==> src/rtl/hetic_pkg.sv <==
// Shared types for the nested-interrupt controller: stack entry layout, FSM states
// and the eligibility rule that decides whether a candidate may preempt.
package hetic_pkg;

  // Widest priority field a stack entry can carry (NrIrqPrios up to 256).
  localparam int unsigned PrioWidthMax = 8;

  typedef struct packed {
    logic [PrioWidthMax-1:0] level;
    logic                    nest;
  } nest_entry_t;

  typedef enum logic [1:0] {
    ST_IDLE  = 2'd0,
    ST_OFFER = 2'd1,
    ST_CLAIM = 2'd2
  } state_e;

  // Idle core accepts any non-zero level; a running handler is preempted only if it
  // allows nesting, there is room to save it, and the newcomer is strictly higher.
  function automatic logic is_eligible(input logic [PrioWidthMax-1:0] lvl,
                                       input nest_entry_t             top,
                                       input logic                    empty,
                                       input logic                    full);
    if (empty) return (lvl != '0);
    return !full && top.nest && (lvl > top.level);
  endfunction

endpackage

==> src/rtl/irq_nest_ctrl_if.sv <==
// Candidate / core-handshake / claim bundle between interrupt controller, nesting
// controller and core. slave = nesting controller side, master = environment side.
interface irq_nest_ctrl_if #(
  parameter int unsigned NrIrqLines = 64,
  parameter int unsigned NrIrqPrios = 32,
  parameter int unsigned StackDepth = 4
);
  localparam int unsigned IrqWidth   = $clog2(NrIrqLines);
  localparam int unsigned PrioWidth  = $clog2(NrIrqPrios);
  localparam int unsigned DepthWidth = $clog2(StackDepth + 1);

  logic                  cand_valid_i;
  logic [IrqWidth-1:0]   cand_id_i;
  logic [PrioWidth-1:0]  cand_level_i;
  logic                  cand_nest_i;
  logic                  cand_heti_i;
  logic                  irq_o;
  logic [IrqWidth-1:0]   irq_id_o;
  logic                  irq_heti_o;
  logic                  irq_ack_i;
  logic                  irq_exit_i;
  logic                  claim_o;
  logic [IrqWidth-1:0]   claim_id_o;
  logic [PrioWidth-1:0]  level_o;
  logic [DepthWidth-1:0] depth_o;
  logic                  err_o;

  modport slave (
    input  cand_valid_i, cand_id_i, cand_level_i, cand_nest_i, cand_heti_i,
    input  irq_ack_i, irq_exit_i,
    output irq_o, irq_id_o, irq_heti_o, claim_o, claim_id_o, level_o, depth_o, err_o
  );

  modport master (
    output cand_valid_i, cand_id_i, cand_level_i, cand_nest_i, cand_heti_i,
    output irq_ack_i, irq_exit_i,
    input  irq_o, irq_id_o, irq_heti_o, claim_o, claim_id_o, level_o, depth_o, err_o
  );
endinterface

==> src/rtl/nest_stack.sv <==
// LIFO of preempted handler contexts {level, nest}. A pop and a push in the same
// cycle replace the top entry; a pop on an empty stack is ignored.
module nest_stack
  import hetic_pkg::*;
#(
  parameter int unsigned Depth      = 4,
  parameter int unsigned DepthWidth = $clog2(Depth + 1)
) (
  input  logic                  clk_i,
  input  logic                  rst_ni,
  input  logic                  push_i,
  input  logic                  pop_i,
  input  nest_entry_t           entry_i,
  output nest_entry_t           top_o,
  output logic [DepthWidth-1:0] depth_o,
  output logic                  full_o,
  output logic                  empty_o
);
  localparam int unsigned AddrWidth = (Depth > 1) ? $clog2(Depth) : 1;

  nest_entry_t           r_mem [Depth];
  logic [DepthWidth-1:0] r_depth;
  logic                  w_pop;
  logic                  w_push;
  logic [AddrWidth-1:0]  w_top_idx;
  logic [AddrWidth-1:0]  w_push_idx;

  assign empty_o    = (r_depth == '0);
  assign full_o     = (r_depth == DepthWidth'(Depth));
  assign w_pop      = pop_i & ~empty_o;
  assign w_push     = push_i & (w_pop | ~full_o);
  assign w_top_idx  = AddrWidth'(r_depth - DepthWidth'(1));
  assign w_push_idx = AddrWidth'(r_depth);
  assign top_o      = r_mem[w_top_idx];
  assign depth_o    = r_depth;

  // NOTE: storage needs no reset; an entry is only ever read below the depth pointer,
  // and the pointer itself is reset.
  always_ff @(posedge clk_i) begin
    if (w_push) r_mem[w_pop ? w_top_idx : w_push_idx] <= entry_i;
  end

  // NOTE: sequential state uses non-blocking assignments so every flop samples
  // pre-edge values regardless of block ordering.
  always_ff @(posedge clk_i or negedge rst_ni) begin
    if (!rst_ni) begin
      r_depth <= '0;
    end else if (w_push && !w_pop) begin
      r_depth <= r_depth + DepthWidth'(1);
    end else if (w_pop && !w_push) begin
      r_depth <= r_depth - DepthWidth'(1);
    end
  end

endmodule

==> src/rtl/irq_nest_ctrl.sv <==
// Nested-interrupt controller: offers the arbitrated candidate to the core when it may
// preempt the running handler, claims it on ack and tracks the nesting stack.
// Optional IRQ_NEST_WATERMARK_EN adds depth_max_o (highest depth seen since reset).
module irq_nest_ctrl
  import hetic_pkg::*;
#(
  parameter int unsigned NrIrqLines = 64,
  parameter int unsigned NrIrqPrios = 32,
  parameter int unsigned StackDepth = 4
) (
  input  logic           clk_i,
  input  logic           rst_ni,
  irq_nest_ctrl_if.slave bus
`ifdef IRQ_NEST_WATERMARK_EN
  ,
  output logic [$clog2(StackDepth+1)-1:0] depth_max_o
`endif
);
  localparam int unsigned IrqWidth   = $clog2(NrIrqLines);
  localparam int unsigned PrioWidth  = $clog2(NrIrqPrios);
  localparam int unsigned DepthWidth = $clog2(StackDepth + 1);

  state_e                r_state;
  state_e                w_state_nxt;
  logic [IrqWidth-1:0]   r_lat_id;
  logic [PrioWidth-1:0]  r_lat_level;
  logic                  r_lat_nest;
  logic                  r_lat_heti;
  logic                  r_err;
  logic                  w_latch_en;
  logic                  w_push;
  logic                  w_elig_cand;
  logic                  w_elig_lat;
  logic                  w_withdraw;
  nest_entry_t           w_push_entry;
  nest_entry_t           w_top;
  logic [DepthWidth-1:0] w_depth;
  logic                  w_full;
  logic                  w_empty;

  assign w_elig_cand = is_eligible(PrioWidthMax'(bus.cand_level_i), w_top, w_empty, w_full);
  assign w_elig_lat  = is_eligible(PrioWidthMax'(r_lat_level), w_top, w_empty, w_full);
  assign w_withdraw  = !bus.cand_valid_i || (bus.cand_level_i > r_lat_level) || !w_elig_lat;

  assign w_push_entry.level = PrioWidthMax'(r_lat_level);
  assign w_push_entry.nest  = r_lat_nest;

  always_ff @(posedge clk_i or negedge rst_ni) begin
    if (!rst_ni) r_state <= ST_IDLE;
    else         r_state <= w_state_nxt;
  end

  // NOTE: every output of this block is defaulted first, so no path can infer a latch.
  always_comb begin
    w_state_nxt    = r_state;
    w_latch_en     = 1'b0;
    w_push         = 1'b0;
    bus.irq_o      = 1'b0;
    bus.irq_id_o   = '0;
    bus.irq_heti_o = 1'b0;
    bus.claim_o    = 1'b0;
    bus.claim_id_o = '0;
    unique case (r_state)
      ST_IDLE: begin
        if (bus.cand_valid_i && w_elig_cand) begin
          w_latch_en  = 1'b1;
          w_state_nxt = ST_OFFER;
        end
      end
      ST_OFFER: begin
        bus.irq_o      = 1'b1;
        bus.irq_id_o   = r_lat_id;
        bus.irq_heti_o = r_lat_heti;
        // The core's ack is final even if the candidate moved on in the same cycle.
        if (bus.irq_ack_i)  w_state_nxt = ST_CLAIM;
        else if (w_withdraw) w_state_nxt = ST_IDLE;
      end
      ST_CLAIM: begin
        bus.claim_o    = 1'b1;
        bus.claim_id_o = r_lat_id;
        w_push         = 1'b1;
        w_state_nxt    = ST_IDLE;
      end
      default: w_state_nxt = ST_IDLE;
    endcase
  end

  always_ff @(posedge clk_i or negedge rst_ni) begin
    if (!rst_ni) begin
      r_lat_id    <= '0;
      r_lat_level <= '0;
      r_lat_nest  <= 1'b0;
      r_lat_heti  <= 1'b0;
    end else if (w_latch_en) begin
      r_lat_id    <= bus.cand_id_i;
      r_lat_level <= bus.cand_level_i;
      r_lat_nest  <= bus.cand_nest_i;
      r_lat_heti  <= bus.cand_heti_i;
    end
  end

  always_ff @(posedge clk_i or negedge rst_ni) begin
    if (!rst_ni) r_err <= 1'b0;
    else if (bus.irq_exit_i && w_empty) r_err <= 1'b1;
  end

  nest_stack #(
    .Depth      (StackDepth),
    .DepthWidth (DepthWidth)
  ) u_stack (
    .clk_i   (clk_i),
    .rst_ni  (rst_ni),
    .push_i  (w_push),
    .pop_i   (bus.irq_exit_i),
    .entry_i (w_push_entry),
    .top_o   (w_top),
    .depth_o (w_depth),
    .full_o  (w_full),
    .empty_o (w_empty)
  );

  assign bus.level_o = w_empty ? '0 : PrioWidth'(w_top.level);
  assign bus.depth_o = w_depth;
  assign bus.err_o   = r_err;

`ifdef IRQ_NEST_WATERMARK_EN
  logic [DepthWidth-1:0] r_depth_max;

  always_ff @(posedge clk_i or negedge rst_ni) begin
    if (!rst_ni) r_depth_max <= '0;
    else if (w_depth > r_depth_max) r_depth_max <= w_depth;
  end

  assign depth_max_o = r_depth_max;
`endif

endmodule

==> src/flat_wrapper.sv <==
// flat-port wrapper written by rule: the top's interface ports become plain ports
module irq_nest_ctrl_flat import hetic_pkg::*;
#(
  parameter int unsigned NrIrqLines = 64,
  parameter int unsigned NrIrqPrios = 32,
  parameter int unsigned StackDepth = 4
)
  (clk_i, rst_ni, bus_cand_valid_i, bus_cand_id_i, bus_cand_level_i, bus_cand_nest_i, bus_cand_heti_i, bus_irq_ack_i, bus_irq_exit_i, bus_irq_o, bus_irq_id_o, bus_irq_heti_o, bus_claim_o, bus_claim_id_o, bus_level_o, bus_depth_o, bus_err_o);
  irq_nest_ctrl_if #(.NrIrqLines(NrIrqLines), .NrIrqPrios(NrIrqPrios), .StackDepth(StackDepth)) bus_i ();
  input  logic clk_i;
  input  logic rst_ni;
  input wire logic [$bits(bus_i.cand_valid_i)-1:0] bus_cand_valid_i;
  input wire logic [$bits(bus_i.cand_id_i)-1:0] bus_cand_id_i;
  input wire logic [$bits(bus_i.cand_level_i)-1:0] bus_cand_level_i;
  input wire logic [$bits(bus_i.cand_nest_i)-1:0] bus_cand_nest_i;
  input wire logic [$bits(bus_i.cand_heti_i)-1:0] bus_cand_heti_i;
  input wire logic [$bits(bus_i.irq_ack_i)-1:0] bus_irq_ack_i;
  input wire logic [$bits(bus_i.irq_exit_i)-1:0] bus_irq_exit_i;
  output wire logic [$bits(bus_i.irq_o)-1:0] bus_irq_o;
  output wire logic [$bits(bus_i.irq_id_o)-1:0] bus_irq_id_o;
  output wire logic [$bits(bus_i.irq_heti_o)-1:0] bus_irq_heti_o;
  output wire logic [$bits(bus_i.claim_o)-1:0] bus_claim_o;
  output wire logic [$bits(bus_i.claim_id_o)-1:0] bus_claim_id_o;
  output wire logic [$bits(bus_i.level_o)-1:0] bus_level_o;
  output wire logic [$bits(bus_i.depth_o)-1:0] bus_depth_o;
  output wire logic [$bits(bus_i.err_o)-1:0] bus_err_o;
  assign bus_i.cand_valid_i = bus_cand_valid_i;
  assign bus_i.cand_id_i = bus_cand_id_i;
  assign bus_i.cand_level_i = bus_cand_level_i;
  assign bus_i.cand_nest_i = bus_cand_nest_i;
  assign bus_i.cand_heti_i = bus_cand_heti_i;
  assign bus_i.irq_ack_i = bus_irq_ack_i;
  assign bus_i.irq_exit_i = bus_irq_exit_i;
  assign bus_irq_o = bus_i.irq_o;
  assign bus_irq_id_o = bus_i.irq_id_o;
  assign bus_irq_heti_o = bus_i.irq_heti_o;
  assign bus_claim_o = bus_i.claim_o;
  assign bus_claim_id_o = bus_i.claim_id_o;
  assign bus_level_o = bus_i.level_o;
  assign bus_depth_o = bus_i.depth_o;
  assign bus_err_o = bus_i.err_o;
  irq_nest_ctrl #(.NrIrqLines(NrIrqLines), .NrIrqPrios(NrIrqPrios), .StackDepth(StackDepth)) u_core (.clk_i(clk_i), .rst_ni(rst_ni), .bus(bus_i));
endmodule
==> config.mk <==
export PLATFORM = sky130hd
export DESIGN_NAME = irq_nest_ctrl_flat
export DESIGN_NICKNAME = d
export VERILOG_FILES = /design/src/rtl/hetic_pkg.sv /design/src/rtl/irq_nest_ctrl_if.sv /design/src/rtl/nest_stack.sv /design/src/rtl/irq_nest_ctrl.sv /design/src/flat_wrapper.sv
export SDC_FILE = /design/constraint.sdc
export NUM_CORES = 1
export LEC_CHECK = 0
export BUFFER_PORTS_ARGS = -buffer_cell sky130_fd_sc_hd__buf_2
export CAP_MARGIN = 20
export CELL_PAD_IN_SITES_DETAIL_PLACEMENT = 1
export CELL_PAD_IN_SITES_GLOBAL_PLACEMENT = 1
export CORE_MARGIN = 1
export CORE_UTILIZATION = 35
export CTS_BUF_LIST = sky130_fd_sc_hd__clkbuf_8 sky130_fd_sc_hd__clkbuf_16
export CTS_CLUSTER_DIAMETER = 80
export DETAILED_ROUTE_END_ITERATION = 12
export HOLD_SLACK_MARGIN = 0.02
export PLACE_DENSITY = 0.74
export SYNTH_ARGS = -nofsm -noshare
export SYNTH_HDL_FRONTEND = slang
export SYNTH_HIERARCHICAL = 1
export SYNTH_SLANG_ARGS = --single-unit
==> constraint.sdc <==
create_clock -name clk_i -period 3.25 [get_ports clk_i]
set_input_delay 0.325 -clock clk_i [delete_from_list [all_inputs] [get_ports clk_i]]
set_output_delay 0.325 -clock clk_i [all_outputs]
set_load 0.1 [all_outputs]
Yosys cells after proc, flatten, opt, wreduce, memory -nomap -nowiden
Memories as Yosys holds them, arrays and structs flattened.
Cells that the tools add are included.

storage, ports and cells
  flip-flop bits (word level) = 19
  bits in latches = 0
  memory bits (writable) = 24
  bits in read-only memories = 0
  input bits = 18
  output and inout port bits = 24
  word-level logic and storage cells = 65
  memories kept = 1

cells by class
  $add $sub $neg = 2
  $mul = 0
  div/mod/pow operators = 0
  $lt $le $gt $ge = 3
  eq/ne operators = 5
  shifts and indexed selects = 0
  muxes and demuxes = 22
  bitwise logic cells = 5
  reduce and logical (&&, ||, !) cells = 20

memories
  memory                words  bits a word  rd ports  clocked after memory_dff  wr ports  line              source
  u_core.u_stack.r_mem  4      6            1         0                         1         nest_stack.sv:21  nest_entry_t r_mem [Depth];

operators by type and width
  operator                                                                  number
  5-bit by 8-bit > comparator with 1-bit output                             2
  1-bit 2-to-1 mux                                                          12
  6-bit 2-to-1 mux                                                          2
  5-bit nonzero test                                                        2
  2-bit 2-to-1 mux                                                          4
  1-bit logical AND                                                         7
  3-bit 2-to-1 mux                                                          2
  5-bit > comparator                                                        1
  1-bit zero test                                                           5
  5-bit 2-to-1 mux                                                          1
  2-bit one-hot mux with 2 select lines                                     1
  3-bit by 1-bit adder with 3-bit output (second input constant)            1
  3-bit == test (second input constant)                                     1
  3-bit zero test                                                           1
  3-bit by 2-bit inequality test with 1-bit output (second input constant)  1
  3-bit by 1-bit subtractor with 3-bit output (second input constant)       1
  1-bit AND                                                                 2
  2-bit by 1-bit == test with 1-bit output (second input constant)          1
  2-bit == test (second input constant)                                     1
  2-bit zero test                                                           1
  1-bit logical OR                                                          2
  2-bit by 1-bit inequality test with 1-bit output (second input constant)  1
  1-bit NOT                                                                 2
  2-bit AND reduction                                                       1
  2 further kinds                                                           2

Longest topological paths before layout
Gate-level depths: netlist (run 1).

  depth in word-level cells = 10
  depth in mapped cells = 13
  mapped depth without buffers = 10

Hierarchy
The synthesis (run 1) kept the hierarchy.

modules (own cells, without submodules)
  module         times used  cells each  area each (µm²)  sequential area each (µm²)
  nest_stack     1           84          1645.3           1156.1
  irq_nest_ctrl  1           122         1198.6           400.4

Worst setup path before layout (run 1)
Ideal clock, no wire load.

  path type = register to output
  start point = reg u_core.u_stack.r_depth[0], in the netlist u_core/u_stack/depth_o[0]
  end point = out bus_level_o[0]
  arrival = 3.442 ns
  required time = 2.925 ns
  slack = -0.517 ns
  stages on the path, launching flop included = 7
  buffers on the path = 2
  cell sequence = dfrtp_1 > buf_6 > inv_1 > ha_1 > buf_2 > mux4_2 > nor2b_1

RTL lines
  what                      line                source
  start: declaration        nest_stack.sv:22    logic [DepthWidth-1:0] r_depth;
  start signal: assignment  nest_stack.sv:49    r_depth <= r_depth + DepthWidth'(1);
  start signal: assignment  nest_stack.sv:51    r_depth <= r_depth - DepthWidth'(1);
  end: declaration          flat_wrapper.sv:24  output wire logic [$bits(bus_i.level_o)-1:0] bus_level_o;

==> results of run 1 <==
-- final cells by class --
class | instances | area [sq um]
clock buffer | 5 | 68.8
clock inverter | 2 | 13.8
fill | 857 | 4460
inverter | 20 | 75.1
multi-input combinational | 135 | 1220
sequential | 55 | 1560
tap | 102 | 128
timing repair buffer | 49 | 280
-- how the worst max path moves through the flow --
stage	cells after the start	endpoint
after detailed placement	10	u_core/r_lat_level[2]
after global routing	10	u_core/r_lat_id[1]
final	11	u_core/r_lat_level[2]
after global placement	10	u_core/r_lat_level[2]
after CTS	10	u_core/r_lat_level[2]
after floorplan	13	u_core/r_lat_heti
-- state kept, by name, summed over array words and instances (netlist names) --
name and cells:
u_core/r_lat_level 5, u_core/r_lat_heti 1, u_core/r_state 2, u_core/u_stack/depth_o 3
u_core/r_lat_id 6, u_core/bus.err_o 1, u_core/u_stack/r_mem 36, u_core/r_lat_nest 1
-- metal layers --
layer / up-vias / part of all wire [%]
li1: 851 / -
met1: 923 / 48
met4: 0 / 1.0
met3: 4 / 3.0
met5: - / 0
met2: 36 / 48
-- per-stage QoR --
stage | utilization [%] | cells | TNS (ps) | area [sq um] | setup slack (ps)
4_1_cts | 42.5 | 366 | 0 | 3320 | 72.9
3_5_place_dp | 41.3 | 358 | -723 | 3220 | -129
3_3_place_gp | 41.3 | 358 | -17.5 | 3220 | -6.35
5_1_grt | 42.9 | 368 | 0 | 3350 | 78.5
6_report | 42.9 | 368 | 0 | 3350 | 246
2_1_floorplan | - | 217 | -312 | 2900 | -38.6
-- synth_stat cells (3+ instances only) --
cell      count
edfxtp_1     36
inv_1        20
dfrtp_1      19
ha_1         19
and2_1       15
nor2_1        9
a21oi_1       8
mux2_4        8
mux4_2        7
nand2_1       6
mux2i_1       4
mux2_2        3
nand3_1       3
nor2b_1       3
-- repair_timing --
item	4_1_cts	5_1_grt
hold buffers	1	0
endpoints found under the setup margin	11	11
endpoints found under the hold margin	19	0
resized for setup	1	0
cloned	0	0
buffers inserted	0	2
pin swaps	0	1
-- logic make-up after synthesis --
family / count (synthesis) / share of synthesized area (%)
buffers and inverters: 27 / 4.22
adder cells (fa/ha/maj): 19 / 8.36
multiplexers: 24 / 14.2
other: 1 / 0.132
flip-flops: 55 / 54.7
XOR/XNOR: 3 / 0.924
AND/OR/NAND/NOR: 51 / 11.0
AO/OA/AOI/OAI: 26 / 6.47
==> impl_metrics.toml, run 1 <==
[yosys]
async_reset_ff_share_pct = 34.5
synth_edf_count = 36
yosysTopAreaCellShare_pct = 38.0
ys.flop_type = "edfxtp_1"
netlist_area_sq_mm = 0.00284
syn_inst = 206
ys_top_cells_by_area = "edfxtp_1, dfrtp_1, ha_1"
synth_warnings = 6
synth_seq_cells = 55
synth.distinct_cells = 46
synth.avg_cell_area_sq_um = 13.8
ys_seq_area_share_pct = 54.7
synth_top_cell_by_area = "edfxtp_1"

[global_routing]
grt_max_degree = 20
grt_use_met1_pct = 21.7
grtUsageMet2_pct = 25.9
grt_pass1_wl_mm = 9.96
grt_pass1_vias = 1863
top_usage_layer = "met2"
grt.total_usage_pct = 15.9
grt-ovfl-total = 0
antenna_found_initial = 0
use_met3_pct = 2.82

[die]
rows = 32
die_width_um = 92.1
die_area_sq_mm = 0.00849
die_y_um = 92.1
fp.coreArea_sq_mm = 0.00781
io_pins = 42
initial_core_util_pct = 36.4

[routing]
vias_per_cell = 4.93
drcViolationCount = 0
post_drt_wl_per_cell_um = 17.1
drt-total-wl_mm = 6.28
drt_iter0_drc = 72
vias = 1814
drtAntennaViolNets = 0
first_pass_iters = 4

[timing]
slew_headroom_pct = 39.6
finalCritPeriodShare_pct = 92.4
maxSlewViolCount = 0
hold_violations = 0
max_freq_ghz = 0.333
rsz0062_at_grt = "no"
fin_crit_ps = 3000
hold_ws_ps = 243
setup_viol = 0
worstMarginPinSlew_ps = 901
finClkSkew_ps = 7.72

[worst_setup_path]
path_delay_family = "adder cells"
reg2reg_to = "u_core/r_lat_level[2]"
max_stage_delay_ps = 450
start_kind = "flop"
required_ps = 3440
worstPathMaxFanout = 13
reg2reg_from = "u_core/u_stack/depth_o[1]"
r2r_cells = 11
path_cells = "inv_1, ha_1, mux4_2, inv_1, ha_1, and2b_2, o21bai_1, a21oi_2, o21ai_4, buf_12, mux2_2"
cp-end-kind = "flop"
critPathKind = "flop to flop"
cp_slowest_cell = "ha_1"
worstSetupStartpoint = "u_core/u_stack/depth_o[1]"
r2r_slack_ps = 250
critPathBufInv = 3
arrival_ps = 3190

[clock_network]
cts_buffers = 5
cts_sinks = 55
cts_tree = "yes"
ctsLongestPathBuffers = 2
root_buffer = "clkbuf_8"
h-tree-depth = 2
path_clk_slew_ps = 100
clock_latency_ps = 310

[placement]
dpl.hpwl_mm = 4.66
place.gp.congestion = 0.770
io_buffers = 41

[finish]
mostFrequentLayoutCell = "buf_2"
area_growth_pct = 17.7
antenna_cells = 0
drive_gt1_share_pct = 33.5
fin_nets = 303
layout_common_cells = "buf_2, edfxtp_1, inv_1, ha_1, dfrtp_1"

[status]
run_status = "completed"

[job]
cap_violations = 0

[min_path]
worstHoldEndpoint = "u_core/r_state[1]"
min_from = "bus_irq_ack_i"
hold_class = "input pin to flop"
hold_depth = 2
Power of run 1 is left out: the tool's default activity adds up to more than one toggle a clock period on the data nets, which glitch-free logic cannot reach.
==> inputs of run 2 (changes only) <==
- CELL_PAD_IN_SITES_DETAIL_PLACEMENT: 1 -> 0
==> run 2 against run 1 <==
  * Hold slack got worse by 1.1 ps
  * Die area did not move
  * Register-to-register slack got worse by 40 ps
  * Final cell count rose by 0.27%
  * First-iteration DRC count rose by 17%
  * Worst setup slack got worse by 45 ps
  * Flip-flop and latch count did not move
  * Wire length fell by 11%
==> impl_metrics.toml, run 2 (synthesis gave the netlist of run 1 again) <==
[finish]
drive_gt1_share_pct = 33.3
reg_top3 = "u_core/u_stack/r_mem (36), u_core/r_lat_id (6), u_core/r_lat_level (5)"
fin_nets = 303
layout_common_cells = "buf_2, edfxtp_1, inv_1, ha_1, dfrtp_1"
largest_register_ffs = 36
stdcell_count = 369
top_register = "u_core/u_stack/r_mem"
mostFrequentLayoutCell = "buf_2"
antenna_cells = 0
fill_cells = 758
design_area_sq_mm = 0.00336
area_growth_pct = 18.1

[timing]
layout_setup_ws_ps = 202
worstMarginPinSlew_ps = 836
hold_violations = 0
finClkSkew_ps = 12.8
maxSlewViolCount = 0
hold_ws_ps = 242
fin_crit_ps = 3050
slew_headroom_pct = 44.0
finalCritPeriodShare_pct = 93.8
setup_viol = 0
max_freq_ghz = 0.328
rsz0062_at_grt = "no"

[placement]
place.gp.congestion = 0.770
dpl.hpwl_mm = 4.09
pre_cts_ws_ps = -70.2
io_buffers = 41
dpl.cell_count = 358
place_area_sq_mm = 0.00322

[worst_setup_path]
path_cells = "inv_1, ha_1, buf_4, mux4_1, nor4b_2, o211ai_1, a21oi_2, o21ai_4, buf_4, mux2_4"
max_stage_delay_ps = 470
critPathKind = "flop to flop"
start_kind = "flop"
worstPathMaxFanout = 7
r2r_cells = 10
arrival_ps = 3240
cp-end-kind = "flop"
cp_slowest_cell = "ha_1"
critPathMostFrequentCell = "buf_4"
required_ps = 3440

[clock_network]
root_buffer = "clkbuf_8"
path_clk_slew_ps = 100
clock_latency_ps = 310
cts_buffers = 5
cts_tree = "yes"
ctsLongestPathBuffers = 2
h-tree-depth = 2
cts_sinks = 55

[die]
io_pins = 42
initial_core_util_pct = 36.4
die_y_um = 92.1
rows = 32
fp.coreArea_sq_mm = 0.00781
die_area_sq_mm = 0.00849
die_width_um = 92.1

[routing]
drt-total-wl_mm = 5.62
drcViolationCount = 0
drt_iter0_drc = 84
vias = 1772
first_pass_iters = 4
post_drt_wl_per_cell_um = 15.2
drtAntennaViolNets = 0
vias_per_cell = 4.80

[global_routing]
grtUsageMet2_pct = 22.5
grt.total_usage_pct = 14.5
grt_use_met1_pct = 20.1
use_met3_pct = 2.99
antenna_found_initial = 0
grt_pass1_wl_mm = 9.11
grt_max_degree = 20
grt_pass1_vias = 1732
top_usage_layer = "met2"
grt-ovfl-total = 0

[job]
cap_violations = 0

[status]
run_status = "completed"

[min_path]
hold_class = "input pin to flop"
hold_depth = 2
## run 2: cell types whose count changed in the layout (fill, tap and decap cells not counted), sizes merged
cell      before  now
clkinv         1    2
clkinvlp       1    0
inv           20   21
## run 2: worst paths after layout
| path | from | end | slack, ps |
|---|---|---|---|
| hold reg to reg | u_core/bus.err_o | u_core/bus.err_o | 460 |
| min in group asynchronous | rst_ni | u_core/r_lat_heti | 470 |
| max in group asynchronous | rst_ni | u_core/u_stack/depth_o[0] | 2460 |
| setup / recovery | u_core/u_stack/depth_o[1] | u_core/r_lat_id[5] | 200 |
| setup reg to reg | u_core/u_stack/depth_o[1] | u_core/r_lat_id[5] | 200 |
| hold / removal | bus_irq_ack_i | u_core/r_state[1] | 240 |
## run 2: cell type report
type	instances	area, sq um	area share [%]
clock inverters	3	23.8	0.708
well taps	102	128	3.80
repair buffers	49	280	8.35
inverters	20	75.1	2.24
clock buffers	5	68.8	2.05
multi-input cells	135	1220	36.4
flip-flops and latches	55	1560	46.5
## run 2: per-stage QoR
| step | utilization [%] | TNS, ps |
|---|---|---|
| detailed placement | 41.3 | -217 |
| global route | 43.0 | 0 |
| finish | 43.0 | 0 |
| floorplan | - | -312 |
| CTS | 42.7 | 0 |
| global placement | 41.3 | -17.5 |
## run 2: timing repair
item	4_1_cts	5_1_grt
gates resized for setup	1	0
hold buffers	1	0
buffers inserted	0	2
endpoints found under the hold margin	19	0
setup endpoints to repair	11	3
pin swaps	0	1
## run 2: worst max-delay path: cells and delay by family (launching register included)
kind	cells	cell delay [ps]
AOI/OAI and AO/OA	3	500
and+or+nand+nor	1	470
adders and majority gates	1	470
DFF	1	410
buffers and inverters	3	470
muxes	2	610
## run 2: layer usage
layer,share of wire (%),up-vias
li1,-,862
met1,48,861
met2,46,43
met3,4.8,6
met4,1.1,0
met5,0,-
Power of run 2 is left out for the same reason.
